File: config.mk
export PLATFORM = sky130hd
export DESIGN_NAME = tlb_lru_update_flat
export DESIGN_NICKNAME = d
export VERILOG_FILES = /design/src/rtl/tlb_lru_update_if.sv /design/src/rtl/tlb_lru_update.sv /design/src/flat_wrapper.sv
export SDC_FILE = /design/constraint.sdc
export NUM_CORES = 1
export LEC_CHECK = 0
export ABC_AREA = 1
export CAP_MARGIN = 20
export CORE_UTILIZATION = 65
export DETAILED_ROUTE_END_ITERATION = 6
export PLACE_DENSITY = 0.9
export SLEW_MARGIN = 20
export SYNTH_ARGS = -nofsm -noshare
export SYNTH_HDL_FRONTEND = slang
export SYNTH_SLANG_ARGS = --single-unit
File: constraint.sdc
create_clock -name clk -period 12.7 [get_ports clk]
set_input_delay 1.905 -clock clk [delete_from_list [all_inputs] [get_ports clk]]
set_output_delay 1.905 -clock clk [all_outputs]
set_load 0.02 [all_outputs]
File: src/rtl/tlb_lru_update_if.sv
// Touch handshake between a TLB access requester and the LRU recency tracker.
// The requester drives touch_valid/touch_way and holds them until touch_ready.
interface tlb_lru_update_if #(
  parameter int NUM_WAYS = 4
);
  localparam int WAY_W = (NUM_WAYS > 1) ? $clog2(NUM_WAYS) : 1;

  logic             touch_valid;
  logic [WAY_W-1:0] touch_way;
  logic             touch_ready;

  modport master (output touch_valid, output touch_way, input touch_ready);
  modport slave  (input touch_valid, input touch_way, output touch_ready);
endinterface

File: src/rtl/tlb_lru_update.sv
// Per-way recency counters for TLB victim selection, with one-cycle renormalisation on saturation.
// Optional macro TLB_LRU_STATS_EN adds a saturating 16-bit renormalisation event counter.
module tlb_lru_update #(
  parameter int NUM_WAYS = 4,
  parameter int LRU_BITS = 4
) (
  input  logic                clk,
  input  logic                rst,
  tlb_lru_update_if.slave     touch,
  input  logic                flush,
  output logic [LRU_BITS-1:0] lru_count [NUM_WAYS],
  output logic                busy
`ifdef TLB_LRU_STATS_EN
  ,
  output logic [15:0]         renorm_count
`endif
);

  localparam int WAY_W = (NUM_WAYS > 1) ? $clog2(NUM_WAYS) : 1;
  localparam logic [LRU_BITS-1:0] CNT_MAX  = '1;
  localparam logic [LRU_BITS-1:0] CNT_ONE  = LRU_BITS'(1);
  localparam logic [WAY_W:0]      RANK_ONE = (WAY_W + 1)'(1);

  typedef enum logic {IDLE, RENORM} state_e;

  state_e              state_q, state_d;
  logic [WAY_W-1:0]    pending_q, pending_d;
  logic [LRU_BITS-1:0] cnt_q [NUM_WAYS];
  logic [LRU_BITS-1:0] cnt_d [NUM_WAYS];

  logic [LRU_BITS-1:0] max_cnt;
  logic [WAY_W:0]      num_max;
  logic [WAY_W:0]      rank [NUM_WAYS];
  logic                touch_fire;
  logic                way_is_top;
  logic                saturated;

  // Max, tie count at the max, and a strict ranking where equal values
  // order by index so the lower way is treated as older.
  always_comb begin
    // NOTE: blocking assignments here are intentional; each loop iteration reads the value the previous one produced.
    max_cnt = '0;
    for (int i = 0; i < NUM_WAYS; i++) begin
      if (cnt_q[i] > max_cnt) max_cnt = cnt_q[i];
    end
    num_max = '0;
    for (int i = 0; i < NUM_WAYS; i++) begin
      if (cnt_q[i] == max_cnt) num_max = num_max + RANK_ONE;
    end
    for (int i = 0; i < NUM_WAYS; i++) begin
      rank[i] = '0;
      for (int j = 0; j < NUM_WAYS; j++) begin
        if ((cnt_q[j] < cnt_q[i]) || ((cnt_q[j] == cnt_q[i]) && (j < i)))
          rank[i] = rank[i] + RANK_ONE;
      end
    end
  end

  assign touch_fire = touch.touch_valid && touch.touch_ready;
  assign way_is_top = (cnt_q[touch.touch_way] == max_cnt) && (num_max == RANK_ONE);
  assign saturated  = (max_cnt == CNT_MAX);

  always_ff @(posedge clk or posedge rst) begin
    if (rst) begin
      state_q   <= IDLE;
      pending_q <= '0;
    end else begin
      state_q   <= state_d;
      pending_q <= pending_d;
    end
  end

  always_comb begin
    // NOTE: defaults first so no path through the case leaves a variable unassigned and infers a latch.
    state_d   = state_q;
    pending_d = pending_q;
    if (flush) begin
      state_d   = IDLE;
      pending_d = '0;
    end else begin
      unique case (state_q)
        IDLE: begin
          if (touch_fire && saturated && !way_is_top) begin
            state_d   = RENORM;
            pending_d = touch.touch_way;
          end
        end
        RENORM: state_d = IDLE;
        default: state_d = IDLE;
      endcase
    end
  end

  always_comb begin
    touch.touch_ready = (state_q == IDLE) && !flush;
    busy              = (state_q == RENORM);
  end

  always_comb begin
    for (int i = 0; i < NUM_WAYS; i++) cnt_d[i] = cnt_q[i];
    if (flush) begin
      for (int i = 0; i < NUM_WAYS; i++) cnt_d[i] = '0;
    end else if (state_q == RENORM) begin
      for (int i = 0; i < NUM_WAYS; i++) cnt_d[i] = LRU_BITS'(rank[i]);
      cnt_d[pending_q] = LRU_BITS'(NUM_WAYS);
    end else if (touch_fire && !saturated && !way_is_top) begin
      cnt_d[touch.touch_way] = max_cnt + CNT_ONE;
    end
  end

  always_ff @(posedge clk or posedge rst) begin
    if (rst) begin
      // NOTE: the counters are a small flop bank, not a RAM, so resetting every entry is intended.
      for (int i = 0; i < NUM_WAYS; i++) cnt_q[i] <= '0;
    end else begin
      for (int i = 0; i < NUM_WAYS; i++) cnt_q[i] <= cnt_d[i];
    end
  end

  assign lru_count = cnt_q;

`ifdef TLB_LRU_STATS_EN
  logic [15:0] renorm_cnt_q;

  always_ff @(posedge clk or posedge rst) begin
    if (rst) begin
      renorm_cnt_q <= '0;
    end else if (flush) begin
      renorm_cnt_q <= '0;
    end else if ((state_q == IDLE) && (state_d == RENORM) && (renorm_cnt_q != 16'hFFFF)) begin
      renorm_cnt_q <= renorm_cnt_q + 16'd1;
    end
  end

  assign renorm_count = renorm_cnt_q;
`endif

endmodule

File: src/flat_wrapper.sv
// flat-port wrapper written by rule: the top's interface ports become plain ports
module tlb_lru_update_flat 
#(
  parameter int NUM_WAYS = 4,
  parameter int LRU_BITS = 4
)
  (clk, rst, flush, lru_count, busy, touch_touch_valid, touch_touch_way, touch_touch_ready);
  tlb_lru_update_if #(.NUM_WAYS(NUM_WAYS)) touch_i ();
  input  logic clk;
  input  logic rst;
  input  logic flush;
  output logic [LRU_BITS-1:0] lru_count[NUM_WAYS];
  output logic busy;
  input wire logic [$bits(touch_i.touch_valid)-1:0] touch_touch_valid;
  input wire logic [$bits(touch_i.touch_way)-1:0] touch_touch_way;
  output wire logic [$bits(touch_i.touch_ready)-1:0] touch_touch_ready;
  assign touch_i.touch_valid = touch_touch_valid;
  assign touch_i.touch_way = touch_touch_way;
  assign touch_touch_ready = touch_i.touch_ready;
  tlb_lru_update #(.NUM_WAYS(NUM_WAYS), .LRU_BITS(LRU_BITS)) u_core (.clk(clk), .rst(rst), .touch(touch_i), .flush(flush), .lru_count(lru_count), .busy(busy));
endmodule
==> impl_metrics.tcl <==
set metrics [dict create \
    nNetsFinal 526 \
    synth_top_area_cell "ha_1" \
    setup_tns_ps 0 \
    fin_crit_ps 6060 \
    grtUsageMet3_pct 4.99 \
    fin_util_pct 76.3 \
    clk_pin_slew_worst_paths_ps 70 \
    drc 0 \
    placementRows 24 \
    use_met2_pct 61.4 \
    cp_data_required_time_ps 12850 \
    place.gp.congestion 0.990 \
    syn_inst 451 \
    dieHeight_microns 71.0 \
    synthDistinctLibCells 39 \
    boundaryPins 24 \
    grt_start_max_net_pins 21 \
    drtAntennaViolNets 0 \
    area_delta_synth_final_pct 10.3 \
    vias 3226 \
    fin_area_sq_um 3410 \
    cp_data_arrival_time_ps 6210 \
    clock_latency_ps 260 \
    period_share_pct 47.7 \
    core_sq_um 4470 \
    busiest_layer "met2" \
    synth-main-ff-cell "dfrtp_1" \
    overflow 0 \
    multiInputGateArea_sq_um 2320 \
    htree_num_levels 1 \
    seq_area_sq_um 475 \
    placed_area_sq_um 3370 \
    ys_warn_count 0 \
    syn-num-nets 505 \
    dp_hpwl_mm 6.57 \
    hp-class "flip-flop to flip-flop" \
    synth-edff-count 0 \
    rsz0062_at_grt "no" \
    status "complete, no violations" \
    clockRootBuffer "clkbuf_8" \
    antenna_found_initial 0 \
    slowest_stage "dfrtp_1" \
    synth.most_common_cell "nand2_1" \
    gr-usage-met1_pct 44.7 \
    worst_pin_slew_ps 713 \
    finalMaxSlewViolations 0 \
    synth_top_area_share_pct 19.4 \
    setup_violations 0 \
    async_reset_ff_share_pct 100 \
    post_cts_buffers 0 \
    cts_resized 0 \
    slew_headroom_pct 52.3 \
    antennaDiodeCount 0 \
    end_kind "flip-flop" \
    cp_max_fo 15 \
    max_stage_delay_ps 530 \
    initial_core_util_pct 69.2 \
    cpMostUsedCell "nand2_1" \
    die_area_sq_um 5040 \
    track_usage_pct 36.2 \
    nFillCells 365 \
    critPathKind "flip-flop to flip-flop" \
    fin_ws_ps 6640 \
    synthTopCellsByCount "nand2_1, inv_1, nand3_1, ha_1, a21oi_1" \
    finClkSkew_ps 2.02 \
    wl_per_cell_microns 16.2 \
    drtPass1Iterations 5 \
    maxCapViolations 0 \
    critPathLaunchType "flip-flop" \
    yosysSeqAreaShare_pct 15.4 \
    fmax_ghz 0.165 \
    cts.sinks 19 \
    syn_area_per_cell_sq_um 6.86 \
    finalHoldViolations 0 \
    drt_iter0_drc 207 \
    via_per_inst 6.17 \
    routed_wl_mm 8.49 \
    cts.path.max_buffers 2 \
    pre_cts_ws_ps 6710 \
    die-width_microns 71.0 \
    synth.area.top_cells "ha_1, dfrtp_1, nand2_1" \
    io_buffers 23 \
    drive_gt1_share_pct 11.3 \
    cts_tree "yes" \
    syn_area_sq_um 3090 \
    grt_pass1_wl_mm 14.5 \
    synth-seq-cells 19 \
    hold_buffers 0 \
    grt_pass1_vias 3195 \
    cts-buffers-inserted 3 \
]
registers in the layout, summed over array words and instances, names as in the netlist:
register          cells
u_core.pending_q      2
u_core.busy           1
u_core.lru_count     16
cells in the final DEF (no fill, tap or decap), types with 10 or more instances in the layout:
cell and count:
xor2_1 12, inv_1 65, dfrtp_1 19, nand3_1 59, nand2_2 16, clkdlybuf4s50_1 23, nor2_1 14, ha_1 48
a21oi_1 20, nand2_1 102, o21ai_0 10
metrics by stage:
stage / instances / hold WS, ps
3_5_place_dp: 519 / 549
2_1_floorplan: 451 / 511
6_report: 523 / 577
3_3_place_gp: 519 / 538
5_1_grt: 523 / 599
4_1_cts: 523 / 569
worst paths after layout:
path                                                       start  cells after the start  slack [ps]                               end
worst max-delay path            u_core.lru_count[15]$_DFFE_PP0P_                     42        6640  u_core.lru_count[10]$_DFFE_PP0P_
worst min-delay path             u_core.pending_q[0]$_DFFE_PP0P_                      2         580   u_core.pending_q[0]$_DFFE_PP0P_
worst max register to register  u_core.lru_count[15]$_DFFE_PP0P_                     42        6640  u_core.lru_count[10]$_DFFE_PP0P_
worst min register to register   u_core.pending_q[0]$_DFFE_PP0P_                      2         580   u_core.pending_q[0]$_DFFE_PP0P_
max in group asynchronous                                    rst                      2       10200  u_core.lru_count[11]$_DFFE_PP0P_
min in group asynchronous                                    rst                      2        2060   u_core.lru_count[5]$_DFFE_PP0P_
area by class of cell:
| class | instances | share of cell area [%] |
|---|---|---|
| Multi-Input combinational cell | 353 | 68.0 |
| Inverter | 71 | 7.81 |
| Tap cell | 52 | 1.91 |
| Sequential cell | 19 | 13.9 |
| Clock buffer | 3 | 1.21 |
| Timing Repair Buffer | 24 | 6.97 |
| Clock inverter | 1 | 0.147 |
cell families after synthesis:
family          count (synthesis)  share of synthesized area (%)
buf+inv                        79                           9.62
flops                          19                           15.4
simple gates                  234                           40.4
compound gates                 55                           10.6
xor+xnor                       16                           4.53
fa+ha+maj                      48                           19.4
worst max-delay path: cells and delay by family, from the launching register on:
family / cells / cell delay, ps
adders and majority gates: 5 / 1480
DFF: 1 / 530
AOI/OAI and AO/OA: 3 / 380
and+or+nand+nor: 27 / 2830
buffers and inverters: 7 / 730
routing by layer:
layer,wire length (microns),share of wire [%]
met3,629,7.4
met2,3930,46
met5,0,0
met1,3450,41
met4,485,5.7
Power is left out: the tool's default activity adds up to more than one toggle a clock period on the data nets, which glitch-free logic cannot reach.
